## src/rtl/freq_gen_pkg.sv

```systemverilog
// Shared definitions for the programmable frequency generator.
// Holds the power-up channel configuration and the per-channel state encoding.
package freq_gen_pkg;

  // Power-up configuration: 25 MHz / 4 = 6.25 MHz at 50% duty, continuous.
  localparam int DEF_PERIOD = 4;
  localparam int DEF_HIGH   = 2;
  localparam int DEF_BURST  = 0;

  // Shortest period a channel will run; smaller requests are raised to this.
  localparam int MIN_PERIOD = 2;

  typedef enum logic [1:0] {
    CH_IDLE = 2'd0,
    CH_RUN  = 2'd1,
    CH_DONE = 2'd2
  } ch_state_e;

endpackage

```

## src/rtl/freq_gen_channel.sv

```systemverilog
// One waveform channel of the frequency generator.
// A shadow config is written by i_Load; an active config drives the counter.
// Ports:
//   i_Clk, i_Reset  clock and synchronous active-high reset
//   i_Load          write strobe for this channel (already decoded)
//   i_Period/i_High/i_Burst  config values captured on i_Load
//   i_Enable        level-sensitive run enable
//   o_Freq_Out      registered waveform (counter < HIGH)
//   o_Busy          channel running and burst not exhausted
//   o_Burst_Done    one-cycle pulse at the end of a burst
module freq_gen_channel
  import freq_gen_pkg::*;
#(
  parameter int CNT_W   = 16,
  parameter int BURST_W = 8
) (
  input  logic               i_Clk,
  input  logic               i_Reset,
  input  logic               i_Load,
  input  logic [CNT_W-1:0]   i_Period,
  input  logic [CNT_W-1:0]   i_High,
  input  logic [BURST_W-1:0] i_Burst,
  input  logic               i_Enable,
  output logic               o_Freq_Out,
  output logic               o_Busy,
  output logic               o_Burst_Done
);

  ch_state_e          state_q, state_d;
  logic [CNT_W-1:0]   cnt_q, cnt_d;
  logic [BURST_W-1:0] bcnt_q, bcnt_d;
  logic [CNT_W-1:0]   sh_period_q, sh_period_d, act_period_q, act_period_d;
  logic [CNT_W-1:0]   sh_high_q, sh_high_d, act_high_q, act_high_d;
  logic [BURST_W-1:0] sh_burst_q, sh_burst_d, act_burst_q, act_burst_d;
  logic               pend_q, pend_d;
  logic               freq_q, freq_d;
  logic               done_q, done_d;
  logic               wrap;
  logic               copy;

  // Active period is only replaced when the counter returns to 0, so the
  // counter can never sit above act_period_q - 1.
  assign wrap = (cnt_q == act_period_q - CNT_W'(1));

  always_comb begin
    state_d     = state_q;
    cnt_d       = cnt_q;
    bcnt_d      = bcnt_q;
    sh_period_d = sh_period_q;
    sh_high_d   = sh_high_q;
    sh_burst_d  = sh_burst_q;
    pend_d      = pend_q | i_Load;
    freq_d      = 1'b0;
    done_d      = 1'b0;
    copy        = 1'b0;

    if (i_Load) begin
      sh_period_d = (i_Period < CNT_W'(MIN_PERIOD)) ? CNT_W'(MIN_PERIOD) : i_Period;
      sh_high_d   = i_High;
      sh_burst_d  = i_Burst;
    end

    case (state_q)
      CH_IDLE: begin
        // Disabled: config follows the shadow with no delay.
        cnt_d  = '0;
        bcnt_d = '0;
        copy   = 1'b1;
        if (i_Enable) state_d = CH_RUN;
      end
      CH_RUN: begin
        if (!i_Enable) begin
          state_d = CH_IDLE;
          cnt_d   = '0;
          bcnt_d  = '0;
          copy    = 1'b1;
        end else begin
          freq_d = (cnt_q < act_high_q);
          if (wrap) begin
            cnt_d = '0;
            if (pend_d) begin
              // New config (including one loaded this very cycle) starts a
              // fresh burst at this period boundary.
              copy   = 1'b1;
              bcnt_d = '0;
            end else if (act_burst_q != '0) begin
              if (bcnt_q + BURST_W'(1) == act_burst_q) begin
                state_d = CH_DONE;
                done_d  = 1'b1;
                bcnt_d  = '0;
              end else begin
                bcnt_d = bcnt_q + BURST_W'(1);
              end
            end
          end else begin
            cnt_d = cnt_q + CNT_W'(1);
          end
        end
      end
      CH_DONE: begin
        cnt_d = '0;
        if (!i_Enable) begin
          state_d = CH_IDLE;
          copy    = 1'b1;
        end
      end
      default: begin
        state_d = CH_IDLE;
        cnt_d   = '0;
        bcnt_d  = '0;
      end
    endcase

    act_period_d = copy ? sh_period_d : act_period_q;
    act_high_d   = copy ? sh_high_d   : act_high_q;
    act_burst_d  = copy ? sh_burst_d  : act_burst_q;
    if (copy) pend_d = 1'b0;
  end

  always_ff @(posedge i_Clk) begin
    if (i_Reset) begin
      state_q      <= CH_IDLE;
      cnt_q        <= '0;
      bcnt_q       <= '0;
      sh_period_q  <= CNT_W'(DEF_PERIOD);
      sh_high_q    <= CNT_W'(DEF_HIGH);
      sh_burst_q   <= BURST_W'(DEF_BURST);
      act_period_q <= CNT_W'(DEF_PERIOD);
      act_high_q   <= CNT_W'(DEF_HIGH);
      act_burst_q  <= BURST_W'(DEF_BURST);
      pend_q       <= 1'b0;
      freq_q       <= 1'b0;
      done_q       <= 1'b0;
    end else begin
      state_q      <= state_d;
      cnt_q        <= cnt_d;
      bcnt_q       <= bcnt_d;
      sh_period_q  <= sh_period_d;
      sh_high_q    <= sh_high_d;
      sh_burst_q   <= sh_burst_d;
      act_period_q <= act_period_d;
      act_high_q   <= act_high_d;
      act_burst_q  <= act_burst_d;
      pend_q       <= pend_d;
      freq_q       <= freq_d;
      done_q       <= done_d;
    end
  end

  assign o_Freq_Out   = freq_q;
  assign o_Busy       = (state_q == CH_RUN);
  assign o_Burst_Done = done_q;

endmodule

```

## src/rtl/prog_freq_gen.sv

```systemverilog
// Programmable multi-channel test-waveform generator.
// Decodes the shared load strobe to one channel and instantiates N_CH channels.
// Ports:
//   i_Clk, i_Reset   clock and synchronous active-high reset
//   i_Load, i_Ch_Sel load strobe and target channel (out-of-range ignored)
//   i_Period, i_High, i_Burst  channel config (period clamps to >= 2)
//   i_Enable         per-channel run enable
//   o_Freq_Out, o_Busy, o_Burst_Done  per-channel outputs
module prog_freq_gen #(
  parameter int N_CH    = 2,
  parameter int CNT_W   = 16,
  parameter int BURST_W = 8
) (
  input  logic               i_Clk,
  input  logic               i_Reset,
  input  logic               i_Load,
  input  logic [2:0]         i_Ch_Sel,
  input  logic [CNT_W-1:0]   i_Period,
  input  logic [CNT_W-1:0]   i_High,
  input  logic [BURST_W-1:0] i_Burst,
  input  logic [N_CH-1:0]    i_Enable,
  output logic [N_CH-1:0]    o_Freq_Out,
  output logic [N_CH-1:0]    o_Busy,
  output logic [N_CH-1:0]    o_Burst_Done
);

  logic [N_CH-1:0] load_sel;

  generate
    for (genvar gi = 0; gi < N_CH; gi++) begin : g_ch
      // A select value with no matching channel produces no strobe at all.
      assign load_sel[gi] = i_Load && (i_Ch_Sel == 3'(gi));

      freq_gen_channel #(
        .CNT_W   (CNT_W),
        .BURST_W (BURST_W)
      ) u_ch (
        .i_Clk        (i_Clk),
        .i_Reset      (i_Reset),
        .i_Load       (load_sel[gi]),
        .i_Period     (i_Period),
        .i_High       (i_High),
        .i_Burst      (i_Burst),
        .i_Enable     (i_Enable[gi]),
        .o_Freq_Out   (o_Freq_Out[gi]),
        .o_Busy       (o_Busy[gi]),
        .o_Burst_Done (o_Burst_Done[gi])
      );
    end
  endgenerate

endmodule

```

## config.mk

```make
export PLATFORM = sky130hd
export DESIGN_NAME = prog_freq_gen
export DESIGN_NICKNAME = d
export VERILOG_FILES = /design/src/rtl/freq_gen_pkg.sv /design/src/rtl/freq_gen_channel.sv /design/src/rtl/prog_freq_gen.sv
export SDC_FILE = /design/constraint.sdc
export NUM_CORES = 1
export LEC_CHECK = 0
export ABC_AREA = 1
export BUFFER_PORTS_ARGS = -buffer_cell sky130_fd_sc_hd__buf_2
export CAP_MARGIN = 20
export CELL_PAD_IN_SITES_DETAIL_PLACEMENT = 0
export CELL_PAD_IN_SITES_GLOBAL_PLACEMENT = 1
export CORE_MARGIN = 2
export CORE_UTILIZATION = 45
export DETAILED_ROUTE_END_ITERATION = 16
export PLACE_DENSITY_LB_ADDON = 0.12
export SLEW_MARGIN = 5
export SYNTH_ARGS = -nofsm -noshare
export SYNTH_HDL_FRONTEND = slang
export SYNTH_SLANG_ARGS = --single-unit
```

## constraint.sdc

```tcl
create_clock -name i_Clk -period 2.6 [get_ports i_Clk]
set_clock_uncertainty 0.05 [all_clocks]
set_input_delay 0.26 -clock i_Clk [delete_from_list [all_inputs] [get_ports i_Clk]]
set_output_delay 0.26 -clock i_Clk [all_outputs]
set_load 0.005 [all_outputs]
```

# [Word level (Yosys, flattened, before mapping)]
# Cells that the tools add are included.
[op_classes] addsub=6 order_cmp=3 n_eq_ne=23 muxes=47 n_bitwise=12 n_reduce_logical=19
[op_table] operator="8-bit two-way mux" n=12
[op_table] operator="16-bit two-way mux" n=5
[op_table] operator="16-bit by 1-bit adder with 16-bit output, second input constant" n=2
[op_table] operator="16-bit equality test" n=2
[op_table] operator="16-bit less-than comparator" n=2
[op_table] operator="8-bit case mux with 2 select lines" n=2
[op_table] operator="16-bit by 1-bit subtractor with 16-bit output, second input constant" n=2
[op_table] operator="2-bit two-way mux" n=14
[op_table] operator="3-bit != test, second input constant" n=8
[op_table] operator="8-bit by 1-bit adder with 8-bit output, second input constant" n=2
[op_table] operator="8-bit equality test" n=2
[op_table] operator="16-bit by 2-bit less-than comparator with 1-bit output, second input constant" n=1
[op_table] operator="8-bit nonzero test" n=2
[op_table] operator="2-bit case mux with 3 select lines" n=2
[op_table] operator="6-bit AND reduction" n=2
[op_table] operator="6-bit OR reduction" n=2
[op_table] operator="1-bit two-way mux" n=10
[op_table] operator="1-bit inverter" n=10
[op_table] operator="2-bit != test, second input constant" n=4
[op_table] operator="4-bit != test, second input constant" n=2
[op_table] operator="4-bit OR reduction" n=2
[op_table] operator="1-bit case mux with 3 select lines" n=2
[op_table] operator="3-bit AND reduction" n=2
[op_table] operator="3-bit OR reduction" n=2
[op_table] operator="8 further kinds" n=14
[totals] ff_bits=218 output_inout_bits=6 wordCells=134

# [Depth between registers and ports, before layout]
# Gate-level depths: netlist of run 1.
[logic_depth] depth_word=8 depth_mapped=19 mapped_depth_nobuf=18

# [Cells and area by module]
# A second synthesis of run 1 with hierarchy kept.
[unflattened] cells_unflattened=1759 area_unflattened_um2=11506.0
[by_module_without_submodules] mod="freq_gen_channel at g_ch[1].u_ch" instances=1 cells_per_inst=880 area_per_inst_um2=5804.3 seq_area_each_um2=2182.1
[by_module_without_submodules] mod="freq_gen_channel at g_ch[0].u_ch" instances=1 cells_per_inst=871 area_per_inst_um2=5671.7 seq_area_each_um2=2182.1
[by_module_without_submodules] mod="prog_freq_gen" instances=1 cells_per_inst=8 area_per_inst_um2=30.0 seq_area_each_um2=0.0

# [Least setup slack after synthesis of run 1]
# OpenSTA, ideal clock, no wires.
[synth_timing] path_kind="register to register" from="register g_ch[1].u_ch.act_period_q[0]" to="register g_ch[1].u_ch.bcnt_q[4]" setup_ns=0.128 arrival_ns=1.875 path_slack_ns=0.548 stages_incl_launch_ff=14 path_cell_list="dfxtp_1 > inv_1 > ha_1 > nand3_2 > nor2_2 > nand2_1 > xor2_1 > nand3_1 > nor2_1 > nand3_1 > nand2_2 > nand2_1 > o21ai_0 > nor2_1"
[synth_via] elab_chain_cells=4
[synth_lines] element="from (decl)" line="freq_gen_channel.sv:32" rtl="logic [CNT_W-1:0] sh_period_q, sh_period_d, act_period_q, act_period_d;"
[synth_lines] element="from (signal assigned)" line="freq_gen_channel.sv:128" rtl="act_period_q <= CNT_W'(DEF_PERIOD);"
[synth_lines] element="from (signal assigned)" line="freq_gen_channel.sv:141" rtl="act_period_q <= act_period_d;"
[synth_lines] element="16-bit by 1-bit subtractor with 16-bit output" line="freq_gen_channel.sv:43" rtl="assign wrap = (cnt_q == act_period_q - CNT_W'(1));"
[synth_lines] element="16-bit equality test" line="freq_gen_channel.sv:43"
[synth_lines] element="3-bit != test (no source line)"
[synth_lines] element="3-bit AND reduction (no source line)"
[synth_lines] element="to (signal assigned)" line="freq_gen_channel.sv:137" rtl="bcnt_q <= bcnt_d;"
[synth_lines] element="to (decl)" line="freq_gen_channel.sv:31" rtl="logic [BURST_W-1:0] bcnt_q, bcnt_d;"
# No other way between the ends.
# A chain may end at the register's enable or synchronous reset.

# [Worst setup path in the final report of run 1]
[layout_timing] from="register g_ch[0].u_ch.act_period_q[0]" to="register g_ch[0].u_ch.act_period_q[7]"
[layout_via] elab_chain_cells=5
[layout_lines] element="from (decl)" line="freq_gen_channel.sv:32"
[layout_lines] element="from (signal assigned)" line="freq_gen_channel.sv:128"
[layout_lines] element="from (signal assigned)" line="freq_gen_channel.sv:141"
[layout_lines] element="16-bit by 1-bit subtractor with 16-bit output" line="freq_gen_channel.sv:43"
[layout_lines] element="16-bit equality test" line="freq_gen_channel.sv:43"
[layout_lines] element="1-bit two-way mux" line="freq_gen_channel.sv:79" rtl="if (wrap) begin"
[layout_lines] element="1-bit two-way mux" line="freq_gen_channel.sv:72" rtl="if (!i_Enable) begin"
[layout_lines] element="1-bit case mux with 3 select lines" line="freq_gen_channel.sv:63" rtl="case (state_q)"
# No other way between the ends.

==> impl_metrics.env, run 1 <==
export IMPL_fin_hold_ws_ps=12.1
export IMPL_fin_crit_ps=2390
export IMPL_final_common_cell="nor2_1"
export IMPL_routed_via_density=4.94
export IMPL_grt_usage_pct=21.7
export IMPL_die_x_um=164
export IMPL_ir_drop_v=0.000427
export IMPL_cts_setup_buffers=0
export IMPL_die_height_um=164
export IMPL_synthAdderAreaFrac_pct=3.89
export IMPL_syn_area_um2=11600
export IMPL_synth_distinct_cells=43
export IMPL_synth_xor_xnor_area_share_pct=4.13
export IMPL_cp_max_fo=31
export IMPL_synth_nets=1749
export IMPL_yosysWarnings=0
export IMPL_grt_pass1_vias=9537
export IMPL_via_count=10200
export IMPL_cts_buffers_inserted=26
export IMPL_dp_hpwl_mm=21.5
export IMPL_crit_path_start="g_ch[0].u_ch.act_period_q[0]"
export IMPL_synth_compound_area_share_pct=9.69
export IMPL_ys_ff_latch=218
export IMPL_start_kind="register"
export IMPL_grt_pass1_wl_mm=47.8
export IMPL_finalSetupViolCount=0
export IMPL_fmax_mhz=419
export IMPL_p_leak_nw=6.50
export IMPL_cts_num_sinks=218
export IMPL_slew_headroom_pct=54.9
export IMPL_yosysSeqAreaShare_pct=37.7
export IMPL_synthTopCellsByArea="dfxtp_1 38%, nor2_1 9.3%, nand2_1 8.9%"
export IMPL_end_kind="register"
export IMPL_nets=1808
export IMPL_num_rows=58
export IMPL_yosys_area_top_type="dfxtp_1"
export IMPL_place_congestion=0.902
export IMPL_slew_viol_final=0
export IMPL_finalCritPeriodShare_pct=91.7
export IMPL_synth_ff_type="dfxtp_1"
export IMPL_drtAntennaViolNets=0
export IMPL_min_path_type="input pin to register"
export IMPL_grt_ovfl_total=0
export IMPL_min_delay_start="i_Burst[7]"
export IMPL_drt_wirelength_per_cell_um=14.2
export IMPL_yosysTopAreaCellShare_pct=37.7
export IMPL_ioPinCount=54
export IMPL_drt_total_wl_mm=29.3
export IMPL_synth_top_family_by_area="simple AND/OR/NAND/NOR gates"
export IMPL_io_buffers=53
export IMPL_hold_violations=0
export IMPL_crit_type="register to register"
export IMPL_layout_common_cells="283 x nor2_1, 273 x nand2_1, 218 x dfxtp_1"
export IMPL_start_util_pct=45.9
export IMPL_cp_required_ps=2960
export IMPL_timing_rr_start="g_ch[0].u_ch.act_period_q[0]"
export IMPL_antenna_found_initial=1
export IMPL_area_growth_syn_to_layout_pct=14.9
export IMPL_drt_initial_drc_count=646
export IMPL_h_tree_depth=1
export IMPL_synth_edf_count=0
export IMPL_post_route_util_pct=52.7
export IMPL_ys_async_sr_fraction_pct=0
export IMPL_core_um2=25300
export IMPL_power_density_nw_per_um2=687
export IMPL_cts_tree="built"
export IMPL_clkLatencyLatePin_ps=520
export IMPL_syn_avg_cell_area_um2=6.96
export IMPL_synthCells=1665
export IMPL_drt_pass1_iterations=5
export IMPL_status="complete, no violations"
export IMPL_drc_errors=0
export IMPL_grt_max_degree=56
export IMPL_worstMarginPinSlew_ps=676
export IMPL_synthMuxAreaShare_pct=3.20
export IMPL_cts_buffer_depth=3
export IMPL_yosys_area_share_simple_pct=31.6
export IMPL_drive_gt1_share_pct=11.1
export IMPL_cts_root_buf="clkbuf_16"
export IMPL_clk_pin_slew_worst_paths_ps=60
export IMPL_die_area_um2=27000
export IMPL_worstPathArrival_ps=2750
export IMPL_cap_violations=0
registers in the layout (all words and copies together) (netlist names):
name,flops
g_ch.u_ch.act_high_q,32
g_ch.u_ch.act_period_q,32
g_ch.u_ch.cnt_q,32
g_ch.u_ch.sh_high_q,32
g_ch.u_ch.sh_period_q,32
g_ch.u_ch.act_burst_q,16
g_ch.u_ch.bcnt_q,16
g_ch.u_ch.sh_burst_q,16
g_ch.u_ch.state_q,4
g_ch.u_ch.o_Burst_Done,2
g_ch.u_ch.o_Freq_Out,2
g_ch.u_ch.pend_q,2
layout make-up:
| cell class | count | area, um2 |
|---|---|---|
| Clock buffer | 41 | 788 |
| Sequential cell | 218 | 4360 |
| Tap cell | 330 | 413 |
| Inverter | 208 | 783 |
| Timing Repair Buffer | 106 | 788 |
| Fill cell | 2567 | 11900 |
| Multi-Input combinational cell | 1164 | 6140 |
| Antenna cell | 1 | 2.50 |
| Clock inverter | 5 | 25.0 |
cells by family (layout without fill, tap and decap cells):
logic type / count (synthesis) / after routing
buf+inv: 283 / 360
flops: 218 / 218
compound gates: 199 / 199
xor+xnor: 53 / 53
other cells: 0 / 1
fa+ha+maj: 36 / 36
mux: 37 / 37
simple gates: 839 / 839
cell usage after synthesis, drive strengths merged, types with 36 or more instances:
cell and instances:
inv 207, a21oi 75, or2 47, a21boi 38
clkbuf 47, nand2 279, nor2 294, nand3 148
dfxtp 218, xor2 41, ha 36, o21ai 72
mux2i 37
metrics by stage:
stage	std cells	cell area, um2	setup WS (ps)	TNS [ps]	total power (W)
4_1_cts	2071	13300	179	0	0.00923
2_1_floorplan	1665	11600	548	0	0.00522
5_1_grt	2073	13300	-7.60	-7.60	0.00971
6_report	2073	13300	215	0	0.00914
3_5_place_dp	2003	12200	193	0	0.00572
3_3_place_gp	2003	12200	276	0	0.00571
report_power, final:
part / total (W) / internal (W) / switching, W
Sequential: 0.00371 / 0.00356 / 0.000147
Clock: 0.00345 / 0.00206 / 0.00139
Combinational: 0.00198 / 0.000757 / 0.00122
timing repair:
item | 4_1_cts | 5_1_grt
hold endpoints to repair | 24 | 0
resized for setup | 0 | 9
endpoints found under the setup margin | 0 | 49
hold buffers | 22 | 0
routing by layer:
layer	up-vias	global-route usage (%)	wire length [um]
met1	4637	30.8	14800
li1	5426	-	-
met3	32	2.89	1090
met4	0	4.55	515
met5	-	0	0
met2	142	35.5	12900
path summary, 6_finish.rpt:
check / cells past startpoint / slack (ps) / to
hold reg to reg: 2 / 430 / g_ch[1].u_ch.bcnt_q[6]
hold / removal: 3 / 10 / g_ch[1].u_ch.sh_burst_q[7]
setup reg to reg: 17 / 210 / g_ch[0].u_ch.act_period_q[7]
setup / recovery: 17 / 210 / g_ch[0].u_ch.act_period_q[7]
worst max-delay path, stage by stage (launching register included):
cell and delay [ps]:
dfxtp_1 340, inv_1 80, ha_1 340, inv_1 70
nand2_1 40, nand2_1 80, nand2_1 60, nor2_1 130
nand2_1 60, nor2_1 80, nand3_1 90, nor2_2 100
nand4_1 90, nand2_1 110, nand2_4 130, buf_12 200
a21oi_1 170, nor2_1 70
Note: power is estimated with default switching activity, not from simulation.
==> run 2, diff against run 1 <==
--- a/config.mk
+++ b/config.mk
@@ -11,10 +11,11 @@
 export CELL_PAD_IN_SITES_DETAIL_PLACEMENT = 0
 export CELL_PAD_IN_SITES_GLOBAL_PLACEMENT = 1
 export CORE_MARGIN = 2
-export CORE_UTILIZATION = 45
+export CORE_UTILIZATION = 44
 export DETAILED_ROUTE_END_ITERATION = 16
 export PLACE_DENSITY_LB_ADDON = 0.12
 export SLEW_MARGIN = 5
 export SYNTH_ARGS = -nofsm -noshare
 export SYNTH_HDL_FRONTEND = slang
+export SYNTH_HIERARCHICAL = 1
 export SYNTH_SLANG_ARGS = --single-unit
==> impl_metrics.env, run 2 <==
export IMPL_wl_met2_mm=13.3
export IMPL_syn_avg_cell_area_um2=6.54
export IMPL_grt_max_degree=54
export IMPL_yosys_area_top_type="dfxtp_1"
export IMPL_ff2ff_path_depth=15
export IMPL_seqPwrFrac_pct=43.2
export IMPL_synthMuxAreaShare_pct=0
export IMPL_synth_ff_type="dfxtp_1"
export IMPL_nets=1909
export IMPL_grt_pass1_vias=9496
export IMPL_synthCells=1759
export IMPL_die_x_um=166
export IMPL_drc_errors=0
export IMPL_slew_headroom_pct=47.5
export IMPL_placed_cell_area_um2=12200
export IMPL_synth_xor_xnor_area_share_pct=3.50
export IMPL_cap_violations=0
export IMPL_hold_violations=0
export IMPL_multi_input_area_um2=5670
export IMPL_crit_path_start="g_ch[0].u_ch/act_period_q[3]"
export IMPL_via_count=10100
export IMPL_synth_edf_count=0
export IMPL_cts_tree="built"
export IMPL_min_path_type="input pin to register"
export IMPL_dp_hpwl_mm=20.6
export IMPL_internal_power_w=0.00609
export IMPL_clkLatencyLatePin_ps=520
export IMPL_layout_common_cells="541 x nand2_1, 323 x inv_1, 217 x dfxtp_1"
export IMPL_grt_ovfl_total=0
export IMPL_cts_buffer_depth=3
export IMPL_cp_max_fo=10
export IMPL_worstMarginPinSlew_ps=787
export IMPL_finalSetupViolCount=0
export IMPL_p_leak_nw=7.18
export IMPL_fin_crit_ps=2350
export IMPL_yosysSeqAreaShare_pct=37.9
export IMPL_slew_viol_final=0
export IMPL_status="complete, no violations"
export IMPL_antenna_found_initial=1
export IMPL_grt_pass1_wl_mm=47.0
export IMPL_place_congestion=0.853
export IMPL_cts_buffers_inserted=26
export IMPL_yosysWarnings=6
export IMPL_synthAdderAreaFrac_pct=3.91
export IMPL_regArea_um2=4370
export IMPL_drt_pass1_iterations=5
export IMPL_drt_wirelength_per_cell_um=13.2
export IMPL_ys_ff_latch=218
export IMPL_yosysMostFrequentCell="nand2_1"
export IMPL_die_height_um=166
export IMPL_ioPinCount=54
export IMPL_p_sw_w=0.00214
export IMPL_timing_rr_start="g_ch[0].u_ch/act_period_q[3]"
export IMPL_cts_root_buf="clkbuf_16"
export IMPL_synth_compound_area_share_pct=6.46
export IMPL_drt_total_wl_mm=28.7
export IMPL_syn_area_um2=11500
export IMPL_start_kind="register"
export IMPL_h_tree_depth=1
export IMPL_start_util_pct=44.5
export IMPL_rrSetupSlack_ps=250
export IMPL_wl_met1_mm=13.9
export IMPL_synthTopCellsByArea="dfxtp_1 38%, nand2_1 18%, inv_1 11%"
export IMPL_end_kind="register"
export IMPL_synth_distinct_cells=41
export IMPL_synth_nets=1843
export IMPL_pwr_share_comb_pct=13.0
export IMPL_die_area_um2=27500
export IMPL_met3_length_um=810
export IMPL_ir_drop_v=0.000490
export IMPL_crit_type="register to register"
export IMPL_finalCritPeriodShare_pct=90.4
export IMPL_worstPathArrival_ps=2720
export IMPL_cts_setup_buffers=0
export IMPL_drt_initial_drc_count=555
export IMPL_switching_share_pct=26.0
export IMPL_drive_gt1_share_pct=9.45
export IMPL_num_rows=59
export IMPL_routed_via_density=4.66
export IMPL_yosys_area_share_simple_pct=34.8
export IMPL_cts_num_sinks=218
export IMPL_ys_async_sr_fraction_pct=0
export IMPL_yosysTopAreaCellShare_pct=37.9
export IMPL_top_layer_used="met4"
export IMPL_fmax_mhz=426
export IMPL_power_density_nw_per_um2=619
export IMPL_area_growth_syn_to_layout_pct=15.7
export IMPL_n_fill_cell=2668
export IMPL_synth_top_family_by_area="simple AND/OR/NAND/NOR gates"
export IMPL_grt_usage_pct=20.1
export IMPL_dp_slack_ps=197
export IMPL_finalInstanceArea_um2=13300
export IMPL_cp_required_ps=2960
export IMPL_crit_path_end="g_ch[0].u_ch/act_period_q[3]"
export IMPL_r2r_end="g_ch[0].u_ch/act_period_q[3]"
export IMPL_drtAntennaViolNets=0
export IMPL_core_um2=25800
export IMPL_final_common_cell="nand2_1"
export IMPL_clk_pin_slew_worst_paths_ps=60
export IMPL_p_clk_share_pct=43.7
export IMPL_io_buffers=53
export IMPL_yosys_top_cells_count="542 x nand2_1, 325 x inv_1, 218 x dfxtp_1, 155 x nor2_1, 120 x nand3_1"
export IMPL_setup_slack_ps=250
-- run 2: routing by layer --
layer / up-vias / GRT usage (%)
met5: - / 0
met4: 0 / 4.80
met3: 42 / 2.56
met2: 137 / 34.0
met1: 4432 / 27.4
li1: 5524 / -
-- run 2: kinds of logic after synthesis --
group | after synthesis
AND/OR/NAND/NOR | 931
buffers and inverters | 389
flip-flops | 218
AO/OA/AOI/OAI | 139
XOR/XNOR | 46
adder cells (fa/ha/maj) | 36
-- run 2: power groups by stage --
stage / clock network (W) / logic [W] / registers [W]
final: 0.00360 / 0.00107 / 0.00356
after global routing: 0.00383 / 0.00123 / 0.00358
after CTS: 0.00370 / 0.00105 / 0.00356
after detailed placement: 0 / 0.00103 / 0.00363
after global placement: 0 / 0.00103 / 0.00363
after floorplan: 0 / 0.000771 / 0.00361
-- run 2: how the worst min path moves through the flow --
stage,from,endpoint,slack [ps],depth (start not counted)
after global placement,g_ch[1].u_ch/sh_high_q[1],g_ch[1].u_ch/sh_high_q[1],390,2
after floorplan,i_Reset,g_ch[0].u_ch/sh_high_q[0],300,1
after detailed placement,g_ch[0].u_ch/sh_high_q[1],g_ch[0].u_ch/sh_high_q[1],400,2
final,i_High[4],g_ch[0].u_ch/sh_high_q[4],20,3
after CTS,i_High[4],g_ch[1].u_ch/sh_high_q[4],2,3
after global routing,i_Reset,g_ch[1].u_ch/bcnt_q[2],10,2
-- run 2: through the flow --
step / std cells / TNS (ps) / hold slack [ps] / util (%) / total power [W]
4_1_cts: 2169 / 0 / 1.70 / 50.8 / 0.00831
2_1_floorplan: 1759 / 0 / 301 / - / 0.00438
3_5_place_dp: 2115 / 0 / 401 / 47.1 / 0.00467
5_1_grt: 2177 / -8.62 / 13.1 / 51.5 / 0.00864
3_3_place_gp: 2115 / 0 / 393 / 47.1 / 0.00466
6_report: 2177 / 0 / 15.3 / 51.5 / 0.00824
-- run 2: timing repair --
action	CTS	global route
gates resized for setup	0	10
endpoints found under the hold margin	14	0
hold buffers	10	0
endpoints found under the setup margin	0	89
-- run 2: area by class of cell --
| type | instances | share of cell area, % |
|---|---|---|
| Multi-Input combinational cell | 1152 | 42.6 |
| Sequential cell | 218 | 32.8 |
| Inverter | 334 | 9.42 |
| Clock buffer | 40 | 6.12 |
| Timing Repair Buffer | 93 | 5.61 |
| Tap cell | 335 | 3.15 |
| Clock inverter | 4 | 0.338 |
| Antenna cell | 1 | 0.0188 |
-- run 2: worst max-delay path, cell delays in order, from the launching register on --
cell and delay (ps):
dfxtp_1 370, nor2_2 180, nand2_1 120, nor2_2 190, nand3_1 90, nand2_1 80, nand2_1 60, nor3_2 240
nand4_1 140, nand2_1 100, nand2_2 90, nand3_4 180, buf_6 200, nand2_1 70, nand2_1 50, inv_1 30
